`src/rtl/execute_cycle.sv`:
```
// RV32I execute stage: operand forwarding, ALU, branch/jump resolution, EX/MEM register.
// Optional macro EXEC_BRANCH_EXT_EN adds BLT/BGE/BLTU/BGEU branch conditions.
module execute_cycle #(
   parameter int XLEN = 32
) (
   input  logic            clk,
   input  logic            rst,
   input  logic            RegWrite_E,
   input  logic            ALUSrc_E,
   input  logic            MemWrite_E,
   input  logic            Branch_E,
   input  logic            Jump_E,
   input  logic [1:0]      ResultSrc_E,
   input  logic [2:0]      ALUControl_E,
   input  logic [2:0]      funct3_E,
   input  logic [XLEN-1:0] RD1_E,
   input  logic [XLEN-1:0] RD2_E,
   input  logic [XLEN-1:0] Imm_Ext_E,
   input  logic [4:0]      RD_E,
   input  logic [XLEN-1:0] PC_E,
   input  logic [XLEN-1:0] PCPlus4_E,
   input  logic [1:0]      ForwardA_E,
   input  logic [1:0]      ForwardB_E,
   input  logic [XLEN-1:0] ResultW,
   output logic            PCSrc_E,
   output logic [XLEN-1:0] PCTarget_E,
   output logic            RegWrite_M,
   output logic            MemWrite_M,
   output logic [1:0]      ResultSrc_M,
   output logic [4:0]      RD_M,
   output logic [XLEN-1:0] ALUResult_M,
   output logic [XLEN-1:0] WriteData_M,
   output logic [XLEN-1:0] PCPlus4_M
);

   logic            regwrite_q, memwrite_q;
   logic [1:0]      resultsrc_q;
   logic [4:0]      rd_q;
   logic [XLEN-1:0] alu_result_q, write_data_q, pcplus4_q;

   logic [XLEN-1:0] src_a, fwd_b, src_b, alu_result_d;
   logic            zero, cond;

   // Forward select 11 is unused by the hazard unit and falls back to the register operand.
   always_comb begin
      case (ForwardA_E)
         2'b01:   src_a = ResultW;
         2'b10:   src_a = alu_result_q;
         default: src_a = RD1_E;
      endcase
      case (ForwardB_E)
         2'b01:   fwd_b = ResultW;
         2'b10:   fwd_b = alu_result_q;
         default: fwd_b = RD2_E;
      endcase
   end

   assign src_b = ALUSrc_E ? Imm_Ext_E : fwd_b;

   always_comb begin
      case (ALUControl_E)
         3'b000:  alu_result_d = src_a + src_b;
         3'b001:  alu_result_d = src_a - src_b;
         3'b010:  alu_result_d = src_a & src_b;
         3'b011:  alu_result_d = src_a | src_b;
         3'b100:  alu_result_d = src_a ^ src_b;
         3'b101:  alu_result_d = {{(XLEN-1){1'b0}}, $signed(src_a) < $signed(src_b)};
         3'b110:  alu_result_d = {{(XLEN-1){1'b0}}, src_a < src_b};
         default: alu_result_d = src_a << src_b[4:0];
      endcase
   end

   assign zero = (alu_result_d == '0);

   // Extended compares look at the forwarded operands, not the ALU result.
   always_comb begin
      case (funct3_E)
         3'b000:  cond = zero;
         3'b001:  cond = !zero;
`ifdef EXEC_BRANCH_EXT_EN
         3'b100:  cond = $signed(src_a) <  $signed(fwd_b);
         3'b101:  cond = $signed(src_a) >= $signed(fwd_b);
         3'b110:  cond = src_a <  fwd_b;
         3'b111:  cond = src_a >= fwd_b;
`endif
         default: cond = 1'b0;
      endcase
   end

   assign PCSrc_E    = Jump_E | (Branch_E & cond);
   assign PCTarget_E = PC_E + Imm_Ext_E;

   always_ff @(posedge clk or negedge rst) begin
      if (!rst) begin
         regwrite_q   <= 1'b0;
         memwrite_q   <= 1'b0;
         resultsrc_q  <= 2'b00;
         rd_q         <= 5'd0;
         alu_result_q <= '0;
         write_data_q <= '0;
         pcplus4_q    <= '0;
      end else begin
         regwrite_q   <= RegWrite_E;
         memwrite_q   <= MemWrite_E;
         resultsrc_q  <= ResultSrc_E;
         rd_q         <= RD_E;
         alu_result_q <= alu_result_d;
         write_data_q <= fwd_b;
         pcplus4_q    <= PCPlus4_E;
      end
   end

   assign RegWrite_M  = regwrite_q;
   assign MemWrite_M  = memwrite_q;
   assign ResultSrc_M = resultsrc_q;
   assign RD_M        = rd_q;
   assign ALUResult_M = alu_result_q;
   assign WriteData_M = write_data_q;
   assign PCPlus4_M   = pcplus4_q;

endmodule

```
`config.mk`:
```
export PLATFORM = sky130hd
export DESIGN_NAME = execute_cycle
export DESIGN_NICKNAME = d
export VERILOG_FILES = /design/src/rtl/execute_cycle.sv
export SDC_FILE = /design/constraint.sdc
export NUM_CORES = 1
export LEC_CHECK = 0
export ABC_CLOCK_PERIOD_IN_PS = 17200
export BUFFER_PORTS_ARGS = -buffer_cell sky130_fd_sc_hd__buf_4
export CAP_MARGIN = 5
export CORE_UTILIZATION = 45
export DETAILED_ROUTE_END_ITERATION = 8
export GPL_TIMING_DRIVEN = 1
export PLACE_DENSITY = 0.7
export RECOVER_POWER = 25
export SYNTH_ARGS = -nofsm -noshare
export SYNTH_HDL_FRONTEND = slang
export SYNTH_SLANG_ARGS = --single-unit
```
`constraint.sdc`:
```
create_clock -name clk -period 17.2 [get_ports clk]
set_clock_uncertainty 0.1 [all_clocks]
set_input_delay 3.44 -clock clk [delete_from_list [all_inputs] [get_ports clk]]
set_output_delay 3.44 -clock clk [all_outputs]
set_load 0.03 [all_outputs]
```
# ---- After elaboration in Yosys (flattened, before gate mapping)
# Index checks and enable logic that the tools add are counted.
dict set report word_totals {
  romBits 0
  ram_bits 0
  latch_bits 0
  n_memories 0
  ff_bits 105
  word_cells 38
  input_bits 216
  out_inout_bits 138
}
dict set report op_classes {
  n_mux 5
  n_eq_ne 11
  n_addsub 3
  n_div 0
  n_shift 1
  bitwise 5
  n_reduce_logical 4
  mul 0
  n_lt_le_gt_ge 2
}
# op count
set op_table {}
lappend op_table {{$pmux W32 S7} 1}
lappend op_table {{$pmux W32 S2} 2}
lappend op_table {{$add A32 B32 Y32} 2}
lappend op_table {{$lt A32 B32 Y1} 2}
lappend op_table {{$and A32 B32 Y32} 1}
lappend op_table {{$logic_not A32 Y1} 1}
lappend op_table {{$mux W32} 1}
lappend op_table {{$or A32 B32 Y32} 1}
lappend op_table {{$shl A32 B5 Y32} 1}
lappend op_table {{$sub A32 B32 Y32} 1}
lappend op_table {{$xor A32 B32 Y32} 1}
lappend op_table {{$eq A3 B3 Y1 const B} 3}
lappend op_table {{$eq A3 B1 Y1 const B} 2}
lappend op_table {{$eq A3 B2 Y1 const B} 2}
lappend op_table {{$logic_not A3 Y1} 2}
lappend op_table {{$eq A2 B1 Y1 const B} 2}
lappend op_table {{$eq A2 B2 Y1 const B} 2}
lappend op_table {{$pmux W1 S2} 1}
lappend op_table {{$and A1 B1 Y1} 1}
lappend op_table {{$logic_not A1 Y1} 1}
lappend op_table {{$or A1 B1 Y1} 1}

# ---- Depth between registers and ports, before layout
dict set report logic_depth {
  depth_word 10
  ltp_mapped 24
  depth_no_buf 21
}

# ---- Least setup slack after synthesis
# OpenSTA, ideal clock, no wires.
dict set report synth_path {
  kind {input to output}
  start {in ForwardB_E[0]}
  end {out PCSrc_E}
  path_stages 22
  arrival_time_ns 8.760
  n_path_buf 4
  slack_ns 4.900
  cell_sequence {inv_1 ha_1 or2_1 o221a_1 buf_4 buf_4 buf_2 clkbuf_1 ha_1 fa_1 a211o_1 a31oi_1 o211a_1 o41ai_1 a21oi_1 a21oi_1 o221ai_2 or4_1 nor4b_2 nand2_1 or4_1 nand3_1}
}
dict set report synth_via {
  elab_chain_cells 10
  elab_cells_between_ends 18
  classes_between {2 x add/sub; 2 x order compare; 2 x eq/ne; 1 x shift; 4 x mux; 5 x bitwise; 2 x reduce/logical}
}
# item line_no
set synth_lines {}
lappend synth_lines {{start, declared} 23} ;# input logic [1:0] ForwardB_E,
lappend synth_lines {{$eq A2 B2 Y1 / $eq A2 B1 Y1 (equally long branches)} 51} ;# case (ForwardB_E)
lappend synth_lines {{$pmux W32 S2 (*)} 51}
lappend synth_lines {{$mux W32 (*)} 58} ;# assign src_b = ALUSrc_E ? Imm_Ext_E : fwd_b;
lappend synth_lines {{$sub A32 B32 Y32, or another cell as far along} 63} ;# 3'b001: alu_result_d = src_a - src_b;
lappend synth_lines {{$pmux W32 S7 (*)} 61} ;# case (ALUControl_E)
lappend synth_lines {{net alu_result_d[22]} 41} ;# logic [XLEN-1:0] src_a, fwd_b, src_b, alu_result_d;
lappend synth_lines {{$logic_not A32 Y1 (*)} 73} ;# assign zero = (alu_result_d == '0);
lappend synth_lines {{$logic_not A1 Y1} 79} ;# 3'b001: cond = !zero;
lappend synth_lines {{$pmux W1 S2 (*)} 77} ;# case (funct3_E)
lappend synth_lines {{$and A1 B1 Y1 (*)} 90} ;# assign PCSrc_E = Jump_E | (Branch_E & cond);
lappend synth_lines {{$or A1 B1 Y1 (*)} 90}
lappend synth_lines {{end, declared} 25} ;# output logic PCSrc_E,
# The timed path passes the listed nets; every way through them passes the cells marked *.

# ---- Worst setup path in the final report
# Ends and elaborated chain as after synthesis.

==> flow_metrics.env <==
export IMPL_status="finished, violations left"
export IMPL_violations="capacitance limit, slew limit"
export IMPL_viasPerCell=6.48
export IMPL_drc_errors=0
export IMPL_pin_count=354
export IMPL_nNetsFinal=2374
export IMPL_yosys_warnings=0
export IMPL_postLayoutSetupSlackWorst_ns=3.41
export IMPL_synth_seq_cells=105
export IMPL_swShare=0.519
export IMPL_finalHoldViolCount=0
export IMPL_root_buffer="clkbuf_16"
export IMPL_rrSetupSlack_ns=11.38
export IMPL_grt_overflow=0
export IMPL_finalSetupViolCount=0
export IMPL_die_x_um=172
export IMPL_p_total_mw=1.49
export IMPL_routedWlPerCell_um=25.8
export IMPL_switching_power_mw=0.776
export IMPL_seqPwrFrac=0.212
export IMPL_cp_start_kind="primary input"
export IMPL_synth_top_area_frac=0.201
export IMPL_cp_max_fo=67
export IMPL_syn_inst=1726
export IMPL_slew_headroom=-0.786
export IMPL_cts_tree="done"
export IMPL_yosysTopAreaCell="dfrtp_1"
export IMPL_numCtsBuffers=9
export IMPL_synth_seq_area_share=0.201
export IMPL_r2r_cells=15
export IMPL_whs_endpoint="WriteData_M[29]$_DFF_PN0_"
export IMPL_avgSynthCellArea_um2=7.56
export IMPL_dieArea_um2=29700
export IMPL_maxSlewViolCount=53
export IMPL_antenna_found_initial=6
export IMPL_port_buffers=353
export IMPL_clkSlewWorstSetupHoldPaths_ns=0.09
export IMPL_synth_most_common_cell="nor2_1"
export IMPL_drive_gt1_frac=0.218
export IMPL_holdPathStages=4
export IMPL_cts_htree_levels=3
export IMPL_stdcell_count=2403
export IMPL_grt_pass1_vias=14548
export IMPL_antenna_left=0
export IMPL_internal_power_mw=0.719
export IMPL_synth_edf_count=0
export IMPL_numPlacedInstances=2380
export IMPL_final_core_util=0.578
export IMPL_clock_latency_ns=0.36
export IMPL_num_rows=61
export IMPL_cts_sinks=105
export IMPL_reg2reg_from="ALUResult_M[1]$_DFF_PN0_"
export IMPL_final_period_utilization=0.802
export IMPL_reg2reg_to="ALUResult_M[31]$_DFF_PN0_"
export IMPL_max_cap_viol_count=1
export IMPL_drtPass1Iterations=6
export IMPL_clkPwrFrac=0.143
export IMPL_netlist_area_um2=13000
export IMPL_crit_required_ns=13.66
export IMPL_async_flop_share=1.00
export IMPL_place_area_um2=16000
export IMPL_cts_buffer_depth=2
export IMPL_dp_slack_ns=3.52
export IMPL_combPwrFrac=0.645
export IMPL_initial_core_util=0.463
export IMPL_hp_start="ALUResult_M[29]$_DFF_PN0_"
export IMPL_core_um2=28200
export IMPL_leakagePower_nw=7.64
export IMPL_post_cts_setup_buffer_count=0
export IMPL_vias=15563
export IMPL_cts_hold_buffers=0
export IMPL_peakVddDrop_uv=49.2
export IMPL_whs_ns=0.611
export IMPL_cp_data_arrival_time_ns=10.25
export IMPL_ys_top_cells_by_count="nor2_1, ha_1, inv_1"
export IMPL_rsz0062_at_grt="false"
export IMPL_wirelength_mm=61.9
export IMPL_finalSetupTns_ns=0
export IMPL_synth_ff_type="dfrtp_1"
export IMPL_tightestPinTransition_ns=2.68
export IMPL_cts_resized=0
export IMPL_grt_pass1_wl_mm=90.8
export IMPL_routabilityCongestion=1.06
export IMPL_design_area_um2=16300
export IMPL_timing_fmax_mhz=72.5
export IMPL_hold_path_class="flop to flop"
export IMPL_cp_end_kind="output pin"
export IMPL_drt_iter0_drc=2172
export IMPL_chipHeight_um=172
export IMPL_worst_setup_path_type="primary input to output pin"
export IMPL_synth_nets=2086
export IMPL_power_density_nw_per_um2=91.7
export IMPL_grt_max_degree=68
export IMPL_fin_crit_ns=13.79
export IMPL_area_growth_pct=24.9
export IMPL_dp_hpwl_mm=49.1
export IMPL_synth_cell_types=81
export IMPL_yosys_top_cells_area="dfrtp_1, ha_1, a21oi_1, o21ai_0, nor2_1"
export IMPL_grt_use_total=0.410
==> flip-flops by register name (all words and copies together), names as in the netlist <==
| signal | flops |
|---|---|
| ALUResult_M | 32 |
| MemWrite_M | 1 |
| PCPlus4_M | 32 |
| RD_M | 5 |
| RegWrite_M | 1 |
| ResultSrc_M | 2 |
| WriteData_M | 32 |
==> cell usage in the layout (no fill, tap or decap), drive strengths merged, types with 9 or more instances in the layout <==
| master | n |
|---|---|
| buf | 342 |
| nor2 | 157 |
| inv | 146 |
| ha | 141 |
| a21oi | 138 |
| o21ai | 126 |
| nand2 | 118 |
| dfrtp | 105 |
| a22oi | 74 |
| clkbuf | 53 |
| nor3 | 49 |
| mux2i | 46 |
| o22ai | 41 |
| xnor2 | 37 |
| nand3 | 32 |
| nand2b | 27 |
| o211ai | 27 |
| o21a | 26 |
| a211oi | 22 |
| a221o | 21 |
| o21bai | 21 |
| nor2b | 17 |
| o221ai | 16 |
| nor4 | 14 |
| a221oi | 14 |
| a21o | 12 |
| a31oi | 11 |
| and2 | 10 |
| nand4 | 10 |
| o2111ai | 9 |
| o31ai | 9 |
| or2 | 9 |
==> per-layer routing <==
metal,routed length (um),GRT usage,up-vias
li1,-,-,6948
met2,27000,0.622,1088
met1,24200,0.536,7326
met3,7410,0.0996,201
met5,0,0,-
met4,3290,0.212,0
==> worst max-delay path, stage by stage <==
cell	delay [ns]
buf_4	0.09
inv_1	0.04
ha_2	0.29
buf_4	0.52
or2_1	0.24
o221a_2	0.19
buf_4	0.32
inv_1	0.46
ha_1	0.42
o311a_1	0.40
o211a_1	0.34
a211oi_1	0.69
a2bb2oi_1	0.20
a221o_1	0.38
a221o_1	0.33
nor4b_1	0.35
nand4_1	0.28
nor4b_2	0.34
nand2_1	0.12
or4_1	0.48
nand3_1	0.12
buf_4	0.17
==> worst max path at each step <==
stage | slack (ns) | endpoint | start
final | 3.41 | PCSrc_E | ForwardB_E[0]
after global routing | 3.25 | PCSrc_E | ForwardB_E[0]
after CTS | 3.45 | PCSrc_E | ForwardB_E[0]
after detailed placement | 3.52 | PCSrc_E | ForwardB_E[0]
after global placement | 3.65 | PCSrc_E | ForwardB_E[0]
after floorplan | 4.90 | PCSrc_E | ForwardB_E[0]
==> power by group through the flow <==
| stage | logic (mW) | clock network, mW | registers (mW) |
|---|---|---|---|
| 2_1_floorplan | 0.525 | 0 | 0.379 |
| 3_3_place_gp | 0.929 | 0 | 0.321 |
| 3_5_place_dp | 0.931 | 0 | 0.320 |
| 4_1_cts | 0.936 | 0.215 | 0.315 |
| 5_1_grt | 1.02 | 0.225 | 0.319 |
| 6_report | 0.964 | 0.214 | 0.317 |
==> area by class of cell <==
class	count	area [um2]
fillers	2650	11900
multi-input cells	1371	9470
repair buffers	385	2880
flip-flops and latches	105	2630
inverters	142	533
well taps	378	473
clock buffers	10	229
clock inverters	6	56.3
diodes	6	15.0
==> kinds of logic (layout without fill, tap and decap cells) <==
group	count (synthesis)	count (layout)	share of synthesized area
adders and majority gates	144	144	0.140
buffers and inverters	250	543	0.0741
DFF	105	105	0.201
and+or+nand+nor	477	477	0.172
xor gates and xnor gates	42	42	0.0282
muxes	54	54	0.0425
AOI/OAI and AO/OA	654	654	0.342
other	0	6	0
(Power assumes the default switching activity.)
